===== config.mk =====
export PLATFORM = sky130hd
export DESIGN_NAME = keypad_event_encoder_flat
export DESIGN_NICKNAME = d
export VERILOG_FILES = /design/src/rtl/keypad_event_encoder_pkg.sv /design/src/rtl/keypad_event_encoder_if.sv /design/src/rtl/keypad_event_encoder_key_fifo.sv /design/src/rtl/keypad_event_encoder.sv /design/src/flat_wrapper.sv
export SDC_FILE = /design/constraint.sdc
export NUM_CORES = 1
export LEC_CHECK = 0
export CAP_MARGIN = 10
export CORE_MARGIN = 4
export CORE_UTILIZATION = 45
export DETAILED_ROUTE_END_ITERATION = 6
export PLACE_DENSITY_LB_ADDON = 0.1
export SETUP_SLACK_MARGIN = 0.1
export SLEW_MARGIN = 20
export SYNTH_ARGS = -nofsm -noshare
export SYNTH_HDL_FRONTEND = slang
export SYNTH_HIERARCHICAL = 1
export SYNTH_SLANG_ARGS = --single-unit

===== constraint.sdc =====
create_clock -name clock_50m -period 4 [get_ports clock_50m]
set_input_delay 0.6 -clock clock_50m [delete_from_list [all_inputs] [get_ports clock_50m]]
set_output_delay 0.6 -clock clock_50m [all_outputs]
set_load 0.005 [all_outputs]

===== src/rtl/keypad_event_encoder_pkg.sv =====
// Shared definitions for the keypad event encoder slice.
//   - Key code constants for the non-digit buttons.
//   - Press FSM state encoding.
//   - Helpers that classify and encode a debounced pad state.
package keypad_event_encoder_pkg;

  localparam logic [3:0] KEY_DIV_MOD    = 4'hA;
  localparam logic [3:0] KEY_TIMES      = 4'hB;
  localparam logic [3:0] KEY_PLUS_MINUS = 4'hC;
  localparam logic [3:0] KEY_CLEAR      = 4'hD;
  localparam logic [3:0] KEY_ANS        = 4'hE;
  localparam logic [3:0] KEY_EQU        = 4'hF;

  typedef enum logic [1:0] {
    StIdle = 2'd0,
    StHeld = 2'd1,
    StLock = 2'd2
  } press_state_e;

  // True when exactly one button is down.
  function automatic logic is_single_key(input logic [15:0] pad);
    return (pad != 16'h0000) && ((pad & (pad - 16'h0001)) == 16'h0000);
  endfunction

  // Index of the set bit; only meaningful when is_single_key(pad) holds.
  function automatic logic [3:0] key_index(input logic [15:0] pad);
    logic [3:0] idx;
    idx = 4'h0;
    for (int i = 0; i < 16; i++) begin
      if (pad[i]) idx = 4'(i);
    end
    return idx;
  endfunction

endpackage


===== src/rtl/keypad_event_encoder_if.sv =====
// Key event channel between the keypad front-end and the calculator buffer logic.
//   key_valid  head entry present (FWFT)
//   key_ready  consumer accepts the head entry this cycle
//   key_code   head entry code, valid whenever key_valid=1
//   clr_pulse  one-cycle pulse per accepted clear-key press
//   overflow   sticky: a press was dropped because the queue was full
// master: the encoder side; slave: the consumer side.
interface keypad_event_encoder_if;
  import keypad_event_encoder_pkg::*;

  logic       key_valid;
  logic       key_ready;
  logic [3:0] key_code;
  logic       clr_pulse;
  logic       overflow;

  modport master (
    output key_valid,
    output key_code,
    output clr_pulse,
    output overflow,
    input  key_ready
  );

  modport slave (
    input  key_valid,
    input  key_code,
    input  clr_pulse,
    input  overflow,
    output key_ready
  );

endinterface


===== src/rtl/keypad_event_encoder_key_fifo.sv =====
// First-word fall-through key-code queue.
//   clk_i        clock
//   rst_i        asynchronous reset, active-high
//   push_i       write push_data_i (dropped if full and not popping)
//   push_data_i  entry to enqueue
//   pop_ready_i  consumer accepts the head entry; ignored while empty
//   valid_o      queue not empty
//   head_data_o  head entry, 0 while empty
//   overflow_o   sticky drop flag, cleared only by reset
// Depth must be a power of two >= 2 so the pointers wrap naturally.
module keypad_event_encoder_key_fifo #(
  parameter int unsigned Depth = 4,
  parameter int unsigned Width = 4
) (
  input  logic             clk_i,
  input  logic             rst_i,
  input  logic             push_i,
  input  logic [Width-1:0] push_data_i,
  input  logic             pop_ready_i,
  output logic             valid_o,
  output logic [Width-1:0] head_data_o,
  output logic             overflow_o
);

  localparam int unsigned PtrW = (Depth > 1) ? $clog2(Depth) : 1;
  localparam int unsigned CntW = $clog2(Depth + 1);

  logic [Width-1:0] mem_q [Depth];
  logic [PtrW-1:0]  wptr_q, wptr_d;
  logic [PtrW-1:0]  rptr_q, rptr_d;
  logic [CntW-1:0]  count_q, count_d;
  logic             overflow_q, overflow_d;
  logic             full, pop, push_acc;

  always_comb begin
    valid_o    = (count_q != '0);
    full       = (count_q == CntW'(Depth));
    pop        = valid_o & pop_ready_i;
    // A pop in the same cycle frees the slot the push needs.
    push_acc   = push_i & (~full | pop);
    overflow_d = overflow_q | (push_i & full & ~pop);
    wptr_d     = push_acc ? wptr_q + PtrW'(1) : wptr_q;
    rptr_d     = pop ? rptr_q + PtrW'(1) : rptr_q;
    count_d    = count_q + CntW'(push_acc) - CntW'(pop);
    head_data_o = valid_o ? mem_q[rptr_q] : '0;
    overflow_o  = overflow_q;
  end

  always_ff @(posedge clk_i or posedge rst_i) begin
    if (rst_i) begin
      wptr_q     <= '0;
      rptr_q     <= '0;
      count_q    <= '0;
      overflow_q <= 1'b0;
    end else begin
      wptr_q     <= wptr_d;
      rptr_q     <= rptr_d;
      count_q    <= count_d;
      overflow_q <= overflow_d;
    end
  end

  // Storage needs no reset: reads are masked by valid_o.
  always_ff @(posedge clk_i) begin
    if (push_acc) mem_q[wptr_q] <= push_data_i;
  end

endmodule


===== src/rtl/keypad_event_encoder.sv =====
// Keypad front-end: synchronises and debounces the 16-button pad, turns each clean
// single-key press into a 4-bit code queued for the consumer, and reports the clear
// key as a one-cycle pulse outside the queue.
//   clock_50m  board clock, only clock
//   rst        asynchronous reset, active-high
//   pb         raw push-buttons, 1 = pressed, asynchronous
//   key_if     master side of the key event channel (valid/ready, code, clr, overflow)
module keypad_event_encoder
  import keypad_event_encoder_pkg::*;
#(
  parameter int unsigned TICK_DIV       = 2**17,
  parameter int unsigned DEBOUNCE_TICKS = 4,
  parameter int unsigned FIFO_DEPTH     = 4
) (
  input  logic                  clock_50m,
  input  logic                  rst,
  input  logic [15:0]           pb,
  keypad_event_encoder_if.master key_if
);

  localparam int unsigned TickW   = (TICK_DIV > 1) ? $clog2(TICK_DIV) : 1;
  localparam int unsigned StableW = $clog2(DEBOUNCE_TICKS + 1);

  logic [TickW-1:0]   tick_cnt_q, tick_cnt_d;
  logic               tick;
  logic [15:0]        sync1_q, sync2_q;
  logic [15:0]        last_sample_q, last_sample_d;
  logic [StableW-1:0] stable_cnt_q, stable_cnt_d;
  logic [15:0]        deb_state_q, deb_state_d;
  logic               deb_upd, deb_upd_q;
  press_state_e       state_q, state_d;
  logic               emit;
  logic [3:0]         emit_code;
  logic               key_push;
  logic               clr_pulse_q, clr_pulse_d;

  // Sample strobe.
  always_comb begin
    tick       = (tick_cnt_q == TickW'(TICK_DIV - 1));
    tick_cnt_d = tick ? '0 : tick_cnt_q + TickW'(1);
  end

  // Debounce: accept a pad state once it has been seen on DEBOUNCE_TICKS further ticks.
  always_comb begin
    last_sample_d = last_sample_q;
    stable_cnt_d  = stable_cnt_q;
    deb_state_d   = deb_state_q;
    deb_upd       = 1'b0;
    if (tick) begin
      if (sync2_q == last_sample_q) begin
        if (stable_cnt_q != StableW'(DEBOUNCE_TICKS)) begin
          stable_cnt_d = stable_cnt_q + StableW'(1);
        end
        // Update only on the tick the count reaches the threshold, not while saturated.
        if (stable_cnt_q == StableW'(DEBOUNCE_TICKS - 1)) begin
          deb_state_d = last_sample_q;
          deb_upd     = 1'b1;
        end
      end else begin
        stable_cnt_d  = '0;
        last_sample_d = sync2_q;
      end
    end
  end

  // Press FSM, evaluated the cycle after each debounced-state update.
  always_comb begin
    state_d   = state_q;
    emit      = 1'b0;
    emit_code = key_index(deb_state_q);
    if (deb_upd_q) begin
      case (state_q)
        StIdle: begin
          if (is_single_key(deb_state_q)) begin
            emit    = 1'b1;
            state_d = StHeld;
          end else if (deb_state_q != 16'h0000) begin
            state_d = StLock;
          end
        end
        StHeld, StLock: begin
          if (deb_state_q == 16'h0000) state_d = StIdle;
        end
        default: state_d = StIdle;
      endcase
    end
    key_push    = emit & (emit_code != KEY_CLEAR);
    clr_pulse_d = emit & (emit_code == KEY_CLEAR);
  end

  always_ff @(posedge clock_50m or posedge rst) begin
    if (rst) begin
      tick_cnt_q    <= '0;
      sync1_q       <= '0;
      sync2_q       <= '0;
      last_sample_q <= '0;
      stable_cnt_q  <= '0;
      deb_state_q   <= '0;
      deb_upd_q     <= 1'b0;
      state_q       <= StIdle;
      clr_pulse_q   <= 1'b0;
    end else begin
      tick_cnt_q    <= tick_cnt_d;
      sync1_q       <= pb;
      sync2_q       <= sync1_q;
      last_sample_q <= last_sample_d;
      stable_cnt_q  <= stable_cnt_d;
      deb_state_q   <= deb_state_d;
      deb_upd_q     <= deb_upd;
      state_q       <= state_d;
      clr_pulse_q   <= clr_pulse_d;
    end
  end

  assign key_if.clr_pulse = clr_pulse_q;

  keypad_event_encoder_key_fifo #(
    .Depth (FIFO_DEPTH),
    .Width (4)
  ) u_key_fifo (
    .clk_i       (clock_50m),
    .rst_i       (rst),
    .push_i      (key_push),
    .push_data_i (emit_code),
    .pop_ready_i (key_if.key_ready),
    .valid_o     (key_if.key_valid),
    .head_data_o (key_if.key_code),
    .overflow_o  (key_if.overflow)
  );

endmodule

===== src/flat_wrapper.sv =====
// flat-port wrapper written by rule: the top's interface ports become plain ports
module keypad_event_encoder_flat import keypad_event_encoder_pkg::*;
#(
  parameter int unsigned TICK_DIV       = 2**17,
  parameter int unsigned DEBOUNCE_TICKS = 4,
  parameter int unsigned FIFO_DEPTH     = 4
)
  (clock_50m, rst, pb, key_if_key_valid, key_if_key_code, key_if_clr_pulse, key_if_overflow, key_if_key_ready);
  keypad_event_encoder_if key_if_i ();
  input  logic clock_50m;
  input  logic rst;
  input  logic [15:0] pb;
  output wire logic [$bits(key_if_i.key_valid)-1:0] key_if_key_valid;
  output wire logic [$bits(key_if_i.key_code)-1:0] key_if_key_code;
  output wire logic [$bits(key_if_i.clr_pulse)-1:0] key_if_clr_pulse;
  output wire logic [$bits(key_if_i.overflow)-1:0] key_if_overflow;
  input wire logic [$bits(key_if_i.key_ready)-1:0] key_if_key_ready;
  assign key_if_key_valid = key_if_i.key_valid;
  assign key_if_key_code = key_if_i.key_code;
  assign key_if_clr_pulse = key_if_i.clr_pulse;
  assign key_if_overflow = key_if_i.overflow;
  assign key_if_i.key_ready = key_if_key_ready;
  keypad_event_encoder #(.TICK_DIV(TICK_DIV), .DEBOUNCE_TICKS(DEBOUNCE_TICKS), .FIFO_DEPTH(FIFO_DEPTH)) u_core (.clock_50m(clock_50m), .rst(rst), .pb(pb), .key_if(key_if_i));
endmodule

## After elaboration in Yosys (flattened, before gate mapping)

Memories as Yosys holds them, arrays and structs flattened.
Cells that the tools add are included.

| cells by class | value |
|---|---|
| bitwise operators | 12 |
| add/sub/neg operators | 7 |
| mux-type cells | 31 |
| equality and inequality tests | 12 |
| reduce and logical (&&, ||, !) cells | 11 |

Operator list:

| kind | number |
|---|---|
| $mux W4 | 9 |
| $logic_not A16 Y1 | 2 |
| $mux W3 | 6 |
| $add A17 B1 Y17 const B | 1 |
| $eq A17 B17 Y1 const B | 1 |
| $mux W17 | 1 |
| $and A16 B16 Y16 | 1 |
| $eq A16 B16 Y1 | 1 |
| $reduce_bool A16 Y1 | 1 |
| $sub A16 B1 Y16 const B | 1 |
| $mux W2 | 5 |
| $mux W1 | 9 |
| $and A1 B1 Y1 | 6 |
| $reduce_and A3 Y1 | 2 |
| $add A2 B1 Y2 const B | 2 |
| $eq A4 B4 Y1 const B | 1 |
| $ne A4 B4 Y1 const B | 1 |
| $pmux W2 S2 | 1 |
| $reduce_and A2 Y1 | 2 |
| $add A3 B1 Y3 | 1 |
| $add A3 B1 Y3 const B | 1 |
| $eq A3 B2 Y1 const B | 1 |
| $eq A3 B3 Y1 const B | 1 |
| $ne A3 B1 Y1 const B | 1 |
| other kinds (12) | 15 |

| word-level totals | value |
|---|---|
| output and inout port bits | 7 |
| bits in writable memories | 16 |
| flip-flop bits (word level) | 96 |
| word-level logic and storage cells | 87 |
| memories kept | 1 |

Memory list:

| name | depth | bits a word | rd ports | clocked after Yosys merged registers in | wr ports | line | source |
|---|---|---|---|---|---|---|---|
| u_core.u_key_fifo.mem_q | 4 | 4 | 1 | 0 | 1 | keypad_event_encoder_key_fifo.sv:28 | `logic [Width-1:0] mem_q [Depth];` |

## Longest topological paths before layout

| depth | value |
|---|---|
| depth in word-level cells | 20 |
| mapped depth | 14 |

## Modules after synthesis

The synthesis kept the hierarchy.

By module, submodules not included:

| module | cells an instance | instances | area each (sq um) |
|---|---|---|---|
| keypad_event_encoder | 295 | 1 | 3634.7 |
| keypad_event_encoder_key_fifo | 64 | 1 | 1064.8 |

## Worst setup path after synthesis

No wires, ideal clock.

| timing path | value |
|---|---|
| kind | flip-flop to flip-flop |
| start | reg u_core.deb_state_q[1] |
| end | reg u_core.u_key_fifo.count_q[2] |
| arrival time | 3156 ps |
| setup slack | 718 ps |
| stages on the path, launching flop included | 15 |
| path buffers | 0 |
| library setup time | 126 ps |
| data required time | 3874 ps |
| cell sequence | dfrtp_1 > or4_4 > a2111oi_2 > or2_1 > o211ai_2 > nor3b_1 > nor2b_2 > inv_1 > ha_1 > inv_1 > ha_1 > inv_1 > fa_1 > xnor2_1 > xnor2_1 |

| on the way | value |
|---|---|
| word-level cells in the longest chain between the ends | 20 |
| elaborated cells between the ends (all ways) | 28 |
| those cells by class | 3 x add/sub; 1 x eq/ne; 18 x mux; 3 x bitwise; 3 x reduce/logical |

Ends and longest elaborated chain:

| what | line | source |
|---|---|---|
| start, declared | keypad_event_encoder.sv:29 | `logic [15:0] deb_state_q, deb_state_d;` |
| start signal, assigned | keypad_event_encoder.sv:108 | `deb_state_q <= deb_state_d;` |
| $mux W1 | keypad_event_encoder_pkg.sv:30 | `if (pad[i]) idx = 4'(i);` |
| $mux W2 (2 in series) | keypad_event_encoder_pkg.sv:30 |  |
| $mux W3 (4 in series) | keypad_event_encoder_pkg.sv:30 |  |
| $mux W4 (8 in series) | keypad_event_encoder_pkg.sv:30 |  |
| $ne A4 B4 Y1 | keypad_event_encoder.sv:87 | `key_push = emit & (emit_code != KEY_CLEAR);` |
| $and A1 B1 Y1 * | keypad_event_encoder.sv:87 |  |
| named net u_core.key_push | keypad_event_encoder.sv:34 | `logic key_push;` |
| $and A1 B1 Y1 * | keypad_event_encoder_key_fifo.sv:40 | `push_acc = push_i & (~full \| pop);` |
| $add A3 B1 Y3 * | keypad_event_encoder_key_fifo.sv:44 | `count_d = count_q + CntW'(push_acc) - CntW'(pop);` |
| $sub A3 B1 Y3 * | keypad_event_encoder_key_fifo.sv:44 |  |
| named net u_core.u_key_fifo.count_d[2] | keypad_event_encoder_key_fifo.sv:31 | `logic [CntW-1:0] count_q, count_d;` |
| end signal, assigned | keypad_event_encoder_key_fifo.sv:58 | `count_q <= count_d;` |
| end, declared | keypad_event_encoder_key_fifo.sv:31 |  |

Mark *: on every way through the listed nets, which the timed path passes. The rest lies on a longest branch.
A chain may end at the register's enable or synchronous reset.

## Worst setup path after layout

| timing path | value |
|---|---|
| start | reg u_core.deb_state_q[0] |
| end | reg u_core.u_key_fifo.count_q[2] |

| on the way | value |
|---|---|
| word-level cells in the longest chain between the ends | 11 |
| elaborated cells between the ends (all ways) | 12 |
| those cells by class | 3 x add/sub; 3 x mux; 3 x bitwise; 3 x reduce/logical |

Ends and longest elaborated chain:

| what | line | source |
|---|---|---|
| $sub A16 B1 Y16 | keypad_event_encoder_pkg.sv:22 | `return (pad != 16'h0000) && ((pad & (pad - 16'h0001)) == 16'h0000);` |
| $and A16 B16 Y16 | keypad_event_encoder_pkg.sv:22 |  |
| $logic_not A16 Y1 | keypad_event_encoder_pkg.sv:22 |  |
| $logic_and A1 B1 Y1 * | keypad_event_encoder_pkg.sv:22 |  |
| $mux W1 * | keypad_event_encoder.sv:74 | `if (is_single_key(deb_state_q)) begin` |
| $mux W1 * | keypad_event_encoder.sv:72 | `case (state_q)` |
| $mux W1 * | keypad_event_encoder.sv:71 | `if (deb_upd_q) begin` |
| $and A1 B1 Y1 * | keypad_event_encoder.sv:87 |  |
| named net u_core.key_push | keypad_event_encoder.sv:34 |  |
| $and A1 B1 Y1 * | keypad_event_encoder_key_fifo.sv:40 |  |
| $add A3 B1 Y3 * | keypad_event_encoder_key_fifo.sv:44 |  |
| $sub A3 B1 Y3 * | keypad_event_encoder_key_fifo.sv:44 |  |
| named net u_core.u_key_fifo.count_d[2] | keypad_event_encoder_key_fifo.sv:31 |  |

Marked as above.

==> run_results.csv <==
group,metric,value,unit
timing,period_share,88.58,%
place,io_buffers,25,
worst_hold_path,hp-class,"flop to flop",
global_route,met3_usage,3.145,%
routing,antenna_left,0,
timing,period_minus_slack,3.543,ns
critical_path,reg2reg_to,"u_core/u_key_fifo/count_q[2]",
cts,cts_tree,"done",
timing,tightest_slew,0.7900,ns
global_route,grt_util_all_layers,14.06,%
timing,timing.final.hold_violations,0,
routing,via_per_inst,5.069,
timing,setup_tns,0,ns
power,power_leakage,2.482,nW
global_route,top_usage_layer,"met2",
global_route,grtUsageMet2,21.75,%
timing,relSlewSlack,47.27,%
run_status,status,"finished, final reports clean",
synth,synth.top_cell.area_share,51.12,%
routing,drc_errors,0,
cts,cts_setup_buffers,0,
synth,synth_cell_type_count,51,
cts,cts-root-buf,"clkbuf_8",
global_route,gr-usage-met1,20.12,%
global_route,grt_max_degree,45,
critical_path,worst-setup-path-type,"flop to flop",
synth,synth_most_common_cell,"dfrtp_1",
critical_path,r2r_cells,14,
global_route,gr-total-overflow,0,
finish,area.sequential,2883,um^2
critical_path,worstSetupEndpoint,"u_core/u_key_fifo/count_q[2]",
cts,clock-sinks,112,
critical_path,reg2reg_from,"u_core/deb_state_q[0]",
place,place_area,5117,um^2
finish,antenna_cells,0,
synth,synth.yosys.warnings,6,
finish,n_fill_cell,893,
global_route,antenna_found_initial,0,
synth,syn_area,4700,um^2
synth,synth_ff_type,"dfrtp_1",
finish,multiInputGateArea,1710,um^2
synth,synth_seq_area_share,61.34,%
finish,layout-drive-gt1-share,16.83,%
critical_path,crit_path_top_delay_cell,"dfrtp_1",
finish,syn2layout_area_growth,13.55,%
synth,syn-mean-instance-area,13.09,um^2
finish,nets,425,
place,gp_congestion,0.8064,
synth,synth_top_area_cell,"dfrtp_1",
run,maxCapViolations,0,
global_route,grt_pass1_vias,2645,
critical_path,critPathLaunchType,"flop",
synth,synthTopCellsByCount,"dfrtp_1, mux2_2, nor2_1",
routing,drt_pass1_iterations,4,
routing,vias,2707,
critical_path,critPathMostFrequentCell,"inv_1",
power,vdd_drop_max,0.1927,mV
cts,path_clk_slew,0.11,ns
synth,async_flop_share,85.71,%
synth,synth_enable_flop_cells,16,
floorplan,die_area,12140,um^2
timing,max_freq,282.2,MHz
routing,wl_per_cell,14.08,um
cts,cts_buffers,9,
critical_path,crit_fanout,8,
floorplan,fp-row-count,37,
critical_path,r2r_setup_slack,0.46,ns
floorplan,die_x,110.2,um
floorplan,start_util,45.93,%
cts,cts_hold_buf,0,
power,power_density,353.4,nW/um^2
cts,cts_resized,0,
timing,slew_viol_final,0,
place,hpwl,5167,um
critical_path,slowest_delay,0.49,ns
critical_path,setup.worst_path.start,"u_core/deb_state_q[0]",
synth,syn_nets,391,
global_route,grt_pass1_wl,13160,um
cts,h-tree-depth,3,
floorplan,die_height,110.2,um
critical_path,path_cells,"a2111oi_0, nor3_1, a2111oi_1, o211ai_2, nor3b_2, nor2b_4, inv_1, ha_1, inv_1, ha_1, inv_1, fa_1, xnor2_1, xnor2_1",
routing,routed_wl,7519,um
timing,rsz0062_at_grt,"false",
critical_path,worstPathArrival,3.83,ns
critical_path,cp_data_required_time,4.29,ns
finish,final_util,52.16,%
timing,setup_viol,0,
routing,first_iter_violations,106,
finish,final_area,5336,um^2
timing,skew,0.01551,ns
critical_path,crit_path_end_kind,"flop",
floorplan,design.core.area,10230,um^2
synth,ys_top_cells_by_area,"dfrtp_1, edfxtp_1, mux2_2, xor2_1, ha_1",
synth,synth_seq_cells,112,
cts,insertion_delay,0.37,ns
synth,netlist_instances,359,
cts,cts_buffer_depth,2,
floorplan,ioPinCount,26,
==> worst max-delay path: cells and delay by family, from the launching register on <==
kind	cells	cell delay (ns)
AO/OA/AOI/OAI	3	1.05
flip-flops	1	0.49
buffers and inverters	3	0.16
XOR/XNOR	2	0.31
AND/OR/NAND/NOR	3	0.68
adder cells (fa/ha/maj)	3	0.78
==> power breakdown <==
part           switching [mW]  leakage (nW)  internal, mW
clock                   0.415         0.100         0.252
combinational          0.0239         0.948        0.0202
sequential            0.00716          1.43          1.17
==> per-stage QoR <==
step | power [mW] | hold WS (ns) | std cells | setup slack, ns
after global placement | 1.244 | 0.3321 | 518 | 0.4575
after detailed placement | 1.245 | 0.3347 | 518 | 0.3243
after CTS | 1.923 | 0.3590 | 534 | 0.2415
after floorplan | 1.216 | 0.3312 | 359 | 0.7185
final | 1.886 | 0.3563 | 534 | 0.4569
after global routing | 1.971 | 0.3640 | 534 | 0.1605
==> cell usage in the layout (no fill, tap or decap), types with 2 or more instances in the layout <==
cell type        count
dfrtp_1             96
mux2_2              30
nor2_1              26
clkdlybuf4s50_1     25
xor2_1              25
nand2_1             23
inv_1               19
edfxtp_1            16
o21ai_0             14
ha_1                12
clkbuf_8             9
xnor2_1              9
nor4_1               8
nand3_1              8
and2_1               8
nand4_1              7
nor3_1               5
buf_4                5
a21oi_1              4
mux4_2               4
or3_1                3
and4_1               3
clkinv_4             2
clkinv_8             2
a2111oi_2            2
or2_2                2
o31ai_1              2
==> cell type report <==
type | instances | share of cell area (%)
tap | 136 | 3.189
timing repair buffer | 30 | 5.393
clock inverter | 7 | 1.594
inverter | 20 | 1.430
sequential | 112 | 54.02
clock buffer | 9 | 2.321
multi-input combinational | 220 | 32.05
==> sequential cells by signal, summed over array words and instances (netlist names) <==
name                          flops
u_core/tick_cnt_q                17
u_core/deb_state_q               16
u_core/last_sample_q             16
u_core/sync1_q                   16
u_core/sync2_q                   16
u_core/u_key_fifo/mem_q          16
u_core/stable_cnt_q               3
u_core/u_key_fifo/count_q         3
u_core/state_q                    2
u_core/u_key_fifo/rptr_q          2
u_core/u_key_fifo/wptr_q          2
u_core/deb_upd_q                  1
u_core/key_if.clr_pulse           1
u_core/u_key_fifo/overflow_o      1
==> layer usage <==
metal | part of all wire, % | vias to the layer above
li1 | - | 1314
met5 | 0 | -
met2 | 47 | 36
met4 | 1.1 | 0
met1 | 48 | 1351
met3 | 3.4 | 6
==> how the worst min path moves through the flow <==
stage	startpoint	endpoint	slack (ns)	depth (start not counted)
final	u_core/sync1_q[0]	u_core/sync2_q[0]	0.36	0
after CTS	u_core/sync1_q[0]	u_core/sync2_q[0]	0.36	0
after floorplan	u_core/sync1_q[0]	u_core/sync2_q[0]	0.33	0
after global routing	u_core/sync1_q[0]	u_core/sync2_q[0]	0.36	0
after global placement	u_core/sync1_q[7]	u_core/sync2_q[7]	0.33	0
after detailed placement	u_core/sync1_q[4]	u_core/sync2_q[4]	0.33	0
==> cell families after synthesis <==
family | after synthesis | share of synthesized area (%)
simple gates | 105 | 11.98
compound gates | 32 | 4.686
fa+ha+maj | 13 | 3.621
buf+inv | 27 | 2.476
xor+xnor | 34 | 6.337
flops | 112 | 61.34
mux | 36 | 9.558
(Power assumes the default switching activity.)
